<file path="src/rtl/lcd_pkg.sv">
// lcd_pkg: shared state encoding, HD44780 init commands and default timing for the LCD write engine.
package lcd_pkg;
  typedef enum logic [2:0] {
    PWR_WAIT,
    INIT_SETUP,
    INIT_HI,
    INIT_LO,
    IDLE,
    SETUP,
    EN_HI,
    EN_LO
  } state_e;
  localparam logic [7:0] FUNC_SET = 8'h38;
  localparam logic [7:0] DISP_ON = 8'h0C;
  localparam logic [7:0] CLEAR = 8'h01;
  localparam logic [7:0] ENTRY = 8'h06;
  localparam logic [1:0] CLEAR_IDX = 2'd2;
  localparam int DEF_HOLD_CYCLES = 500;
  localparam int DEF_GAP_CYCLES = 500;
  localparam int DEF_INIT_WAIT = 15000;
  localparam int DEF_CLEAR_WAIT = 2000;
  function automatic logic [7:0] init_cmd(input logic [1:0] i);
    return i == 2'd0 ? FUNC_SET : i == 2'd1 ? DISP_ON : i == 2'd2 ? CLEAR : ENTRY;
  endfunction
endpackage

</file>
<file path="src/rtl/lcd_phase_timer.sv">
// lcd_phase_timer: 16-bit phase counter, cleared on load, done when it reaches the phase's last count.
module lcd_phase_timer (
  input  logic        clk_1MHz,
  input  logic        rst,
  input  logic        load_i,
  input  logic        count_i,
  input  logic [15:0] last_i,
  output logic        done_o
);
  logic [15:0] cnt_q;
  always_ff @(posedge clk_1MHz or negedge rst)
    if (!rst) cnt_q <= '0;
    else if (load_i) cnt_q <= '0;
    else if (count_i) cnt_q <= cnt_q + 16'd1;
  assign done_o = cnt_q == last_i;
endmodule

</file>
<file path="src/rtl/lcd_write_engine.sv">
// lcd_write_engine: powers up a character LCD in 8-bit mode, then writes requested bytes with timed lcd_en pulses.
module lcd_write_engine
  import lcd_pkg::*;
#(
  parameter int HOLD_CYCLES = DEF_HOLD_CYCLES,
  parameter int GAP_CYCLES  = DEF_GAP_CYCLES,
  parameter int INIT_WAIT   = DEF_INIT_WAIT,
  parameter int CLEAR_WAIT  = DEF_CLEAR_WAIT
) (
  input  logic       clk_1MHz,
  input  logic       rst,
  input  logic       req_valid,
  input  logic       req_rs,
  input  logic [7:0] req_data,
  output logic       req_ready,
  output logic       init_done,
  output logic       busy,
  output logic       lcd_rs,
  output logic       lcd_rw,
  output logic       lcd_en,
  output logic [7:0] lcd_data
);
  localparam logic [15:0] WAIT_LAST = 16'(INIT_WAIT - 1);
  localparam logic [15:0] HOLD_LAST = 16'(HOLD_CYCLES - 1);
  localparam logic [15:0] GAP_LAST = 16'(GAP_CYCLES - 1);
  localparam logic [15:0] CLR_LAST = 16'(GAP_CYCLES + CLEAR_WAIT - 1);
  state_e      state_q, state_d;
  logic [1:0]  idx_q, idx_d;
  logic        rs_q, rs_d, en_d, ready_d, done_d_q, init_done_d;
  logic [7:0]  data_q, data_d;
  logic        en_q, ready_q;
  logic [15:0] last;
  logic        phase_done;
  assign last = state_q == PWR_WAIT ? WAIT_LAST :
                (state_q == INIT_HI || state_q == EN_HI) ? HOLD_LAST :
                (state_q == INIT_LO && idx_q == CLEAR_IDX) ? CLR_LAST :
                (state_q == INIT_LO || state_q == EN_LO) ? GAP_LAST : 16'd0;
  lcd_phase_timer u_timer (
    .clk_1MHz(clk_1MHz),
    .rst     (rst),
    .load_i  (state_d != state_q),
    .count_i (state_q != IDLE),
    .last_i  (last),
    .done_o  (phase_done)
  );
  always_comb begin
    state_d = state_q;
    idx_d = idx_q;
    rs_d = rs_q;
    data_d = data_q;
    case (state_q)
      PWR_WAIT:   state_d = phase_done ? INIT_SETUP : PWR_WAIT;
      INIT_SETUP: state_d = phase_done ? INIT_HI : INIT_SETUP;
      INIT_HI:    state_d = phase_done ? INIT_LO : INIT_HI;
      INIT_LO:
        if (phase_done) begin
          state_d = idx_q == 2'd3 ? IDLE : INIT_SETUP;
          idx_d = idx_q + 2'd1;
        end
      IDLE:       state_d = (req_valid && ready_q) ? SETUP : IDLE;
      SETUP:      state_d = phase_done ? EN_HI : SETUP;
      EN_HI:      state_d = phase_done ? EN_LO : EN_HI;
      EN_LO:      state_d = phase_done ? IDLE : EN_LO;
      default:    state_d = PWR_WAIT;
    endcase
    // rs/data are latched only on entry to a setup phase so they hold until the next one
    if (state_d == INIT_SETUP && state_q != INIT_SETUP) begin
      rs_d = 1'b0;
      data_d = init_cmd(idx_d);
    end
    if (state_d == SETUP && state_q != SETUP) begin
      rs_d = req_rs;
      data_d = req_data;
    end
    en_d = state_d == INIT_HI || state_d == EN_HI;
    init_done_d = done_d_q || state_d == IDLE;
    ready_d = state_d == IDLE && init_done_d;
  end
  always_ff @(posedge clk_1MHz or negedge rst)
    if (!rst) begin
      state_q <= PWR_WAIT;
      idx_q <= '0;
      rs_q <= 1'b0;
      data_q <= '0;
      en_q <= 1'b0;
      ready_q <= 1'b0;
      done_d_q <= 1'b0;
    end else begin
      state_q <= state_d;
      idx_q <= idx_d;
      rs_q <= rs_d;
      data_q <= data_d;
      en_q <= en_d;
      ready_q <= ready_d;
      done_d_q <= init_done_d;
    end
  assign req_ready = ready_q;
  assign init_done = done_d_q;
  assign busy = state_q != IDLE;
  assign lcd_rs = rs_q;
  assign lcd_rw = 1'b0;
  assign lcd_en = en_q;
  assign lcd_data = data_q;
endmodule

</file>
<file path="config.mk">
export PLATFORM = sky130hd
export DESIGN_NAME = lcd_write_engine
export DESIGN_NICKNAME = d
export VERILOG_FILES = /design/src/rtl/lcd_pkg.sv /design/src/rtl/lcd_phase_timer.sv /design/src/rtl/lcd_write_engine.sv
export SDC_FILE = /design/constraint.sdc
export NUM_CORES = 1
export LEC_CHECK = 0
export ABC_AREA = 1
export BUFFER_PORTS_ARGS = -buffer_cell sky130_fd_sc_hd__buf_4
export CAP_MARGIN = 20
export CORE_MARGIN = 1
export CORE_UTILIZATION = 40
export CTS_BUF_LIST = sky130_fd_sc_hd__clkbuf_8 sky130_fd_sc_hd__clkbuf_16
export CTS_CLUSTER_SIZE = 10
export DETAILED_ROUTE_END_ITERATION = 10
export SLEW_MARGIN = 20
export SYNTH_ARGS = -nofsm -noshare
export SYNTH_HDL_FRONTEND = slang
export SYNTH_SLANG_ARGS = --single-unit
</file>
<file path="constraint.sdc">
create_clock -name clk_1MHz -period 4.96 [get_ports clk_1MHz]
set_clock_uncertainty 0.1 [all_clocks]
set_input_delay 0.744 -clock clk_1MHz [delete_from_list [all_inputs] [get_ports clk_1MHz]]
set_output_delay 0.744 -clock clk_1MHz [all_outputs]
set_load 0.05 [all_outputs]
</file>
==> impl_metrics.tcl, run 1 <==
set metrics [dict create \
    relSlewSlack_pct 60.28 \
    fin_area_um2 2427 \
    cts_tree "done" \
    ys.flop_type "dfrtp_1" \
    dpl.hpwl_um 3498 \
    hold_viol 0 \
    path_clk_slew_ps 70 \
    yosysMostFrequentCell "nand2_1" \
    antenna_found_initial 0 \
    cts_made_buffers 5 \
    hp-class "in2async" \
    num_rows 26 \
    min_period_ps 2877 \
    yosysSeqAreaShare_pct 39.33 \
    final_nets 321 \
    io_buffer_count 24 \
    tns_ps 0 \
    switching_power_mw 0.1123 \
    drt_wl_total_um 4601 \
    power_density_nw_per_um2 221.2 \
    crit_type "reg2reg" \
    ant_nets 0 \
    grt_pass1_wl_um 7976 \
    clockBufferDepth 2 \
    drt-pass1-iter-count 4 \
    comb_power_share_pct 2.5 \
    ys_top_cells_by_area "dfrtp_1, nand2_1, nand3_1, nor2_1, xor2_1" \
    tightest_slew_ps 593.6 \
    clock_latency_ps 290 \
    post_drt_via_cell_ratio 4.751 \
    initial_core_util_pct 41.37 \
    num_antenna_cells 0 \
    cp.arrival_ps 2960 \
    die_h_um 74.45 \
    leakage_nw 1.198 \
    cts.sinks 33 \
    postCtsSetupBuffers 0 \
    drv_cap 0 \
    drt_iter0_markers 115 \
    ys_types 35 \
    yosys-top-cells-count "nand2_1, nor2_1, dfrtp_1, nand3_1, inv_1" \
    synth_top_area_share_pct 39.33 \
    rsz0062_at_grt "no" \
    die_x_um 74.45 \
    switching_share_pct 20.91 \
    multi_input_area_um2 1099 \
    core-area_um2 5075 \
    clock.fmax_ghz 0.3476 \
    gp_congestion 0.8818 \
    setup_viol 0 \
    grt_overflow 0 \
    synth_edf_count 0 \
    nFillCells 542 \
    syn2layout_area_growth_pct 15.61 \
    peakVddDrop_uv 173.4 \
    htree_num_levels 2 \
    post-route-period-util_pct 58.00 \
    p_int_mw 0.4246 \
    hold_buffers 0 \
    startpoint_type "register" \
    grt_pass1_vias 1671 \
    synth.avg_cell_area_um2 7.498 \
    cts_resized 0 \
    pwr-share-clk_pct 47.4 \
    sequential_cell_area_um2 825.8 \
    vias 1791 \
    ys_ff_latch 33 \
    avgRoutedWirePerCell_um 12.20 \
    postSynthCellCount 280 \
    worstPathMaxFanout 13 \
    synthArstFlopShare_pct 100.0 \
    placed_cell_area_um2 2312 \
    synth.net_count 295 \
    grtUsageTotal_pct 19.40 \
    drv_slew 0 \
    critPathCaptureType "register" \
    critPathRequiredTime_ps 5040 \
    syn_area_um2 2100 \
    cts_root_buffer "clkbuf_8" \
    status "completed" \
    drc_errors 0 \
    die-area_um2 5543 \
    grt_max_degree 34 \
    io-pin-count 26 \
    drive_gt1_share_pct 19.87 \
    p_seq_share_pct 50.1 \
    synth_area_leader_cell "dfrtp_1" \
    synth_warnings 0 \
]
## cells in the final DEF, fill, tap and decap left out, drive strengths merged
cell type  instances
nand2             82
nor2              53
nand3             35
dfrtp             33
inv               31
buf               24
xor2              13
nand4              5
clkbuf             5
o21ai              5
a21oi              3
ha                 3
clkinv             2
and2               1
o21bai             1
o2111ai            1
nand3b             1
or2                1
mux2i              1
nor3               1
nor4               1
xnor2              1
a31o               1
conb               1
bufinv             1
clkinvlp           1
## sequential cells by signal, indices dropped and copies added, names as in the netlist
register and flops:
lcd_en 1, u_timer.cnt_q 16, init_done 1, req_ready 1, lcd_data 8, state_q 3
lcd_rs 1, idx_q 2
## layer usage
layer  part of all wire [%]  track usage, %
met1                     50           28.22
met2                     45           28.43
met4                    1.6           6.918
met5                      0               0
met3                    3.0           4.065
## cells by family (layout without fill, tap and decap cells)
kind of cell    count (synthesis)  after routing  share of synthesized area [%]
compound gates                 11             11                          3.814
xor+xnor                       14             14                          5.840
fa+ha+maj                       3              3                          1.788
buf+inv                        37             64                          8.343
flops                          33             33                          39.33
mux                             1              1                         0.4768
other cells                     1              1                         0.1786
simple gates                  180            180                          40.23
## final timing paths
path	slack, ps	to	depth (start not counted)	startpoint
min	280	idx_q[1]	1	rst
max	2080	lcd_data[5]	12	state_q[1]
max reg2reg	2080	lcd_data[5]	12	state_q[1]
min reg2reg	390	init_done	1	init_done
min in group clk_1MHz	390	init_done	1	init_done
max in group asynchronous	4170	u_timer.cnt_q[9]	1	rst
## power by group through the flow
stage	clock network (mW)	registers, mW	logic [mW]
2_1_floorplan	0	0.274	0.00226
3_5_place_dp	0	0.274	0.0140
5_1_grt	0.279	0.269	0.0150
6_report	0.255	0.269	0.0133
4_1_cts	0.261	0.269	0.0140
3_3_place_gp	0	0.274	0.0141
## cell type report
cell class / count / share of cell area, %
well taps: 70 / 3.608
inverters: 32 / 4.948
multi-input cells: 210 / 45.26
repair buffers: 24 / 7.423
clock inverters: 3 / 1.907
clock buffers: 5 / 2.835
flip-flops and latches: 33 / 34.02
## worst max-delay path, stage by stage, from the launching register on
cell and delay, ps:
dfrtp_1 490, inv_1 210, nand2_1 70, nor2_1 340, clkinv_1 340, nor2_2 410
inv_1 320, nand3_1 190, inv_1 60, nand2_1 90, nand2_1 60, nand2_1 60
nand2_1 50
## through the flow
stage | utilization [%] | std cells | power, mW | hold WS, ps | worst slack [ps]
CTS | 47.83 | 377 | 0.5441 | 302.8 | 2056
global placement | 45.56 | 369 | 0.2882 | 364.5 | 2060
detailed placement | 45.56 | 369 | 0.2882 | 363.5 | 2059
finish | 47.83 | 377 | 0.5368 | 282.4 | 2083
floorplan | - | 280 | 0.2765 | 348.4 | 2422
global route | 47.83 | 377 | 0.5624 | 308.9 | 1721
(Power assumes the default switching activity.)
==> run 2, diff against run 1 <==
--- a/config.mk
+++ b/config.mk
@@ -5,7 +5,7 @@
 export SDC_FILE = /design/constraint.sdc
 export NUM_CORES = 1
 export LEC_CHECK = 0
-export ABC_AREA = 1
+export ABC_AREA = 0
 export BUFFER_PORTS_ARGS = -buffer_cell sky130_fd_sc_hd__buf_4
 export CAP_MARGIN = 20
 export CORE_MARGIN = 1
==> constraint.sdc (replaced) <==
create_clock -name clk_1MHz -period 2.8 [get_ports clk_1MHz]
set_clock_uncertainty 0.1 [all_clocks]
set_input_delay 0.42 -clock clk_1MHz [delete_from_list [all_inputs] [get_ports clk_1MHz]]
set_output_delay 0.42 -clock clk_1MHz [all_outputs]
set_load 0.05 [all_outputs]
==> impl_metrics.tcl, run 2 <==
set metrics [dict create \
    placed_cell_area_um2 2063 \
    grt_pass1_vias 1491 \
    final_cell_mix "dfrtp_1, buf_4, nor2_1" \
    grt_use_met1_pct 24.25 \
    synthArstFlopShare_pct 100.0 \
    num_rows 24 \
    synth.avg_cell_area_um2 9.564 \
    cts.sinks 33 \
    ys_types 45 \
    vias 1456 \
    synth_warnings 0 \
    grt_overflow 0 \
    synth_edf_count 0 \
    final_common_cell "dfrtp_1" \
    critPathSlowestCell "dfrtp_1" \
    grt_max_degree 34 \
    io_buffer_count 24 \
    grt_busiest_layer "met2" \
    dpl.hpwl_um 2856 \
    status "completed" \
    yosysMostFrequentCell "dfrtp_1" \
    rsz0062_at_grt "no" \
    min_period_ps 2608 \
    num_antenna_cells 0 \
    cts_resized 0 \
    critPathRequiredTime_ps 2860 \
    drv_slew 0 \
    yosysSeqAreaShare_pct 45.21 \
    ys_top_cells_by_area "dfrtp_1, nor2_1, xor2_1, xnor2_1, nand2_1" \
    cts_made_buffers 5 \
    worst_slack_ps 192.1 \
    yosys-top-cells-count "dfrtp_1, nor2_1, nand2_1, nor3_1, xor2_1" \
    syn_area_um2 1827 \
    ys.flop_type "dfrtp_1" \
    drt_wl_total_um 3954 \
    crit_family "compound AO/OA/AOI/OAI gates" \
    setup_viol 0 \
    stdcell_count 271 \
    yosys.area_share.adder_pct 2.055 \
    clock_latency_ps 280 \
    post-route-period-util_pct 93.14 \
    drive_gt1_share_pct 19.18 \
    top_register "u_timer.cnt_q" \
    synth_compound_area_share_pct 14.04 \
    clockBufferDepth 2 \
    synth.net_count 206 \
    startpoint_type "register" \
    synth_top_family_by_area "simple AND/OR/NAND/NOR gates" \
    io-pin-count 26 \
    use_met2_pct 28.37 \
    hp-class "in2reg" \
    drt_iter0_markers 92 \
    crit_path_max_incr_delay_ps 510 \
    tns_ps 0 \
    path_cells "o21bai_1 -> nor2_1 -> a2111oi_4 -> nor4bb_1 -> buf_4 -> nor2_1 -> a221o_1" \
    cts_tree "done" \
    synthSimpleGateAreaFrac_pct 23.42 \
    path_clk_slew_ps 60 \
    use_met3_pct 5.233 \
    worstPathMaxFanout 12 \
    tightest_slew_ps 798.8 \
    grt_pass1_wl_um 6962 \
    htree_num_levels 2 \
    antenna_found_initial 0 \
    drt-pass1-iter-count 4 \
    path_buf_inv 1 \
    final_nets 234 \
    largest_register_ff_count 16 \
    core-area_um2 4384 \
    peakVddDrop_uv 227.5 \
    die_x_um 69.58 \
    fin_area_um2 2160 \
    relSlewSlack_pct 46.63 \
    postSynthCellCount 191 \
    crit_type "reg2reg" \
    avgRoutedWirePerCell_um 14.59 \
    die-area_um2 4841 \
    place_ws_ps 252.3 \
    cts_root_buffer "clkbuf_8" \
    dp.cells 263 \
    power_density_nw_per_um2 397.0 \
    design_power_total_mw 0.8573 \
    ant_nets 0 \
    drv_cap 0 \
    clock.fmax_ghz 0.3835 \
    crit_top_cell "nor2_1" \
    synth_top_area_share_pct 45.21 \
    initial_core_util_pct 41.67 \
    post_drt_via_cell_ratio 5.373 \
    drc_errors 0 \
    gp_congestion 0.8641 \
    synth_area_leader_cell "dfrtp_1" \
    synthMuxAreaShare_pct 1.712 \
    hold_viol 0 \
    grtUsageTotal_pct 18.06 \
    ys_ff_latch 33 \
    critPathCaptureType "register" \
    synth_xor_area_share_pct 9.589 \
    cp.arrival_ps 2670 \
    syn2layout_area_growth_pct 18.22 \
    leakage_nw 1.012 \
    die_h_um 69.58 \
]
-- run 2: changes by cell type after synthesis, moves of 5 or more --
cell / delta
inv_1: -27
nand2_1: -59
nand2_2: -5
nand3_1: -24
nor2_1: -11
nor2_2: -11
nor3_1: +10
xnor2_1: +8
-- run 2: cell type report --
class	count	area, um^2
tap	52	65.06
multi-input combinational	144	932.1
sequential	33	825.8
fill	423	2225
inverter	4	15.01
clock inverter	1	3.754
timing repair buffer	31	235.2
clock buffer	6	82.58
-- run 2: path summary, 6_finish.rpt --
path | start | end | slack (ps) | depth (start not counted)
max in group asynchronous | rst | lcd_data[4] | 1780 | 2
worst max register to register | state_q[0] | lcd_data[5] | 190 | 7
worst min register to register | lcd_data[2] | lcd_data[2] | 390 | 1
worst max-delay path | state_q[0] | lcd_data[5] | 190 | 7
worst min-delay path | req_data[3] | lcd_data[3] | 260 | 3
min in group asynchronous | rst | u_timer.cnt_q[9] | 520 | 2
-- run 2: metal layers --
layer,part of all wire (%),vias up
met5,0,-
met4,1.1,0
met3,4.9,4
met2,48,43
met1,46,687
li1,-,722
-- run 2: logic make-up after synthesis --
| logic type | after synthesis |
|---|---|
| other | 1 |
| adders and majority gates | 3 |
| DFF | 33 |
| and+or+nand+nor | 87 |
| muxes | 3 |
| buffers and inverters | 14 |
| AOI/OAI and AO/OA | 30 |
| xor gates and xnor gates | 20 |
-- run 2: worst reg2reg max path, cell delays in order, from the launching register on --
cell,delay (ps)
dfrtp_1,510
o21bai_1,320
nor2_1,130
a2111oi_4,440
nor4bb_1,350
buf_4,200
nor2_1,120
a221o_1,330
-- run 2: through the flow --
stage	util (%)	hold WS, ps
floorplan	-	24.41
global placement	47.06	285.2
detailed placement	47.06	293.3
CTS	49.26	252.1
global route	49.26	254.3
finish	49.26	260.5
-- run 2: power breakdown --
part / internal, mW / total [mW] / switching [mW]
sequential: 0.477 / 0.477 / 0
combinational: 0.0107 / 0.0249 / 0.0142
clock: 0.191 / 0.356 / 0.164
total: 0.679 / 0.857 / 0.179
-- run 2: timing repair --
| item | in CTS | in global routing |
|---|---|---|
| setup endpoints to repair | 0 | 0 |
| hold buffers | 1 | 0 |
| endpoints found under the hold margin | 33 | 0 |
| buffers inserted | 0 | 0 |
==> run 3, diff against run 2 <==
--- a/config.mk
+++ b/config.mk
@@ -8,6 +8,7 @@
 export ABC_AREA = 0
 export BUFFER_PORTS_ARGS = -buffer_cell sky130_fd_sc_hd__buf_4
 export CAP_MARGIN = 20
+export CORE_ASPECT_RATIO = 0.75
 export CORE_MARGIN = 1
 export CORE_UTILIZATION = 40
 export CTS_BUF_LIST = sky130_fd_sc_hd__clkbuf_8 sky130_fd_sc_hd__clkbuf_16
==> impl_metrics.tcl, run 3 (synthesis results as in run 2) <==
set metrics [dict create \
    setup_viol 0 \
    drt-pass1-iter-count 4 \
    p_int_mw 0.7764 \
    die_h_um 60.53 \
    grt_pass1_wl_um 6630 \
    ant_nets 0 \
    vias 1483 \
    switching_share_pct 19.92 \
    routed-wl-met2_um 1790 \
    dpl.hpwl_um 3083 \
    fin_area_um2 2212 \
    final_cell_mix "dfrtp_1, buf_4, nor2_1" \
    die_x_um 80.04 \
    routed.top_layer "met4" \
    antenna_found_initial 0 \
    startpoint_type "register" \
    post-route-period-util_pct 92.29 \
    critPathRequiredTime_ps 2860 \
    comb_power_share_pct 2.5 \
    grt_overflow 0 \
    die-area_um2 4844 \
    drive_gt1_share_pct 20.72 \
    cts_root_buffer "clkbuf_8" \
    worst_slack_ps 216.0 \
    avgRoutedWirePerCell_um 14.71 \
    dr_wl_met3_um 228 \
    switching_power_mw 0.1931 \
    clock.fmax_ghz 0.3870 \
    num_antenna_cells 0 \
    top_register "u_timer.cnt_q" \
    initial_core_util_pct 43.45 \
    grt_max_degree 34 \
    io_buffer_count 24 \
    critPathCaptureType "register" \
    m1WireLength_um 2030 \
    crit_path_max_incr_delay_ps 490 \
    drc_errors 0 \
    status "completed" \
    grtUsageTotal_pct 18.41 \
    gp_congestion 0.8724 \
    tns_ps 0 \
    rsz0062_at_grt "no" \
    num_rows 20 \
    hp-class "in2reg" \
    p_seq_share_pct 49.1 \
    drv_slew 0 \
    clockBufferDepth 2 \
    path_clk_slew_ps 70 \
    htree_num_levels 2 \
    crit_type "reg2reg" \
    pwr-share-clk_pct 48.3 \
    min_period_ps 2584 \
    drt_wl_total_um 4075 \
    r2r_setup_slack_ps 220 \
    cts_tree "done" \
    nFillCells 400 \
    largest_register_ff_count 16 \
    syn2layout_area_growth_pct 21.10 \
    critPathSlowestCell "or4_1" \
    place_ws_ps 260.2 \
    worstPathMaxFanout 5 \
    io-pin-count 26 \
    leakage_nw 1.032 \
    postCtsSetupBuffers 0 \
    core-area_um2 4204 \
    path_cells "nor4_1 -> o221ai_1 -> a2111oi_4 -> buf_4 -> nand3_2 -> mux2_1 -> or4_1" \
    drv_cap 0 \
    final_common_cell "dfrtp_1" \
    drt_iter0_markers 76 \
    hold_viol 0 \
    holdWs_ps 255.0 \
    cp.arrival_ps 2640 \
    placed_cell_area_um2 2082 \
    clock_latency_ps 280 \
    cts.sinks 33 \
    dp.cells 268 \
    cts_made_buffers 5 \
    stdcell_count 277 \
    power_density_nw_per_um2 438.3 \
    peakVddDrop_uv 234.1 \
    grt_pass1_vias 1415 \
    post_drt_via_cell_ratio 5.354 \
    final_nets 236 \
]
## run 3: stage by stage
step	total power [mW]	util (%)
detailed placement	0.5104	49.52
global placement	0.5099	49.52
finish	0.9695	52.62
floorplan	0.4899	-
CTS	0.9783	52.62
global route	1.007	52.62
## run 3: area by class of cell
| class | count | area [um^2] | share of cell area, % |
|---|---|---|---|
| multi-input cells | 144 | 932.1 | 42.14 |
| clock buffers | 6 | 82.58 | 3.733 |
| well taps | 55 | 68.82 | 3.111 |
| clock inverters | 2 | 37.54 | 1.697 |
| flip-flops and latches | 33 | 825.8 | 37.33 |
| repair buffers | 33 | 250.2 | 11.31 |
| inverters | 4 | 15.01 | 0.6787 |
## run 3: worst max-delay path: cells and delay by family, from the launching register on
kind,cells,cell delay [ps]
compound gates,2,480
buf+inv,1,180
flops,1,440
mux,1,310
simple gates,3,950
## run 3: power groups by stage
| stage | Combinational, mW | Sequential, mW | Clock (mW) |
|---|---|---|---|
| after global routing | 0.0279 | 0.476 | 0.503 |
| after detailed placement | 0.0248 | 0.486 | 0 |
| final | 0.0247 | 0.476 | 0.468 |
| after global placement | 0.0243 | 0.486 | 0 |
| after CTS | 0.0259 | 0.476 | 0.476 |
| after floorplan | 0.00417 | 0.486 | 0 |
## run 3: final timing paths
path                             startpoint                to  cells after the start
setup reg to reg           u_timer.cnt_q[3]        state_q[0]                      7
setup / recovery           u_timer.cnt_q[3]        state_q[0]                      7
hold / removal                  req_data[3]       lcd_data[3]                      3
hold reg to reg                 lcd_data[2]       lcd_data[2]                      1
min in group asynchronous               rst        state_q[0]                      2
max in group asynchronous               rst  u_timer.cnt_q[9]                      2
## run 3: layer usage
| metal | GRT usage, % | vias to the layer above |
|---|---|---|
| li1 | - | 726 |
| met4 | 5.357 | 0 |
| met3 | 4.511 | 4 |
| met1 | 26.23 | 713 |
| met2 | 28.08 | 40 |
| met5 | 0 | - |
## run 3: repair_timing
item | CTS | global route
setup endpoints to repair | 0 | 0
resized for setup | 0 | 0
hold buffers | 1 | 0
hold endpoints to repair | 33 | 0
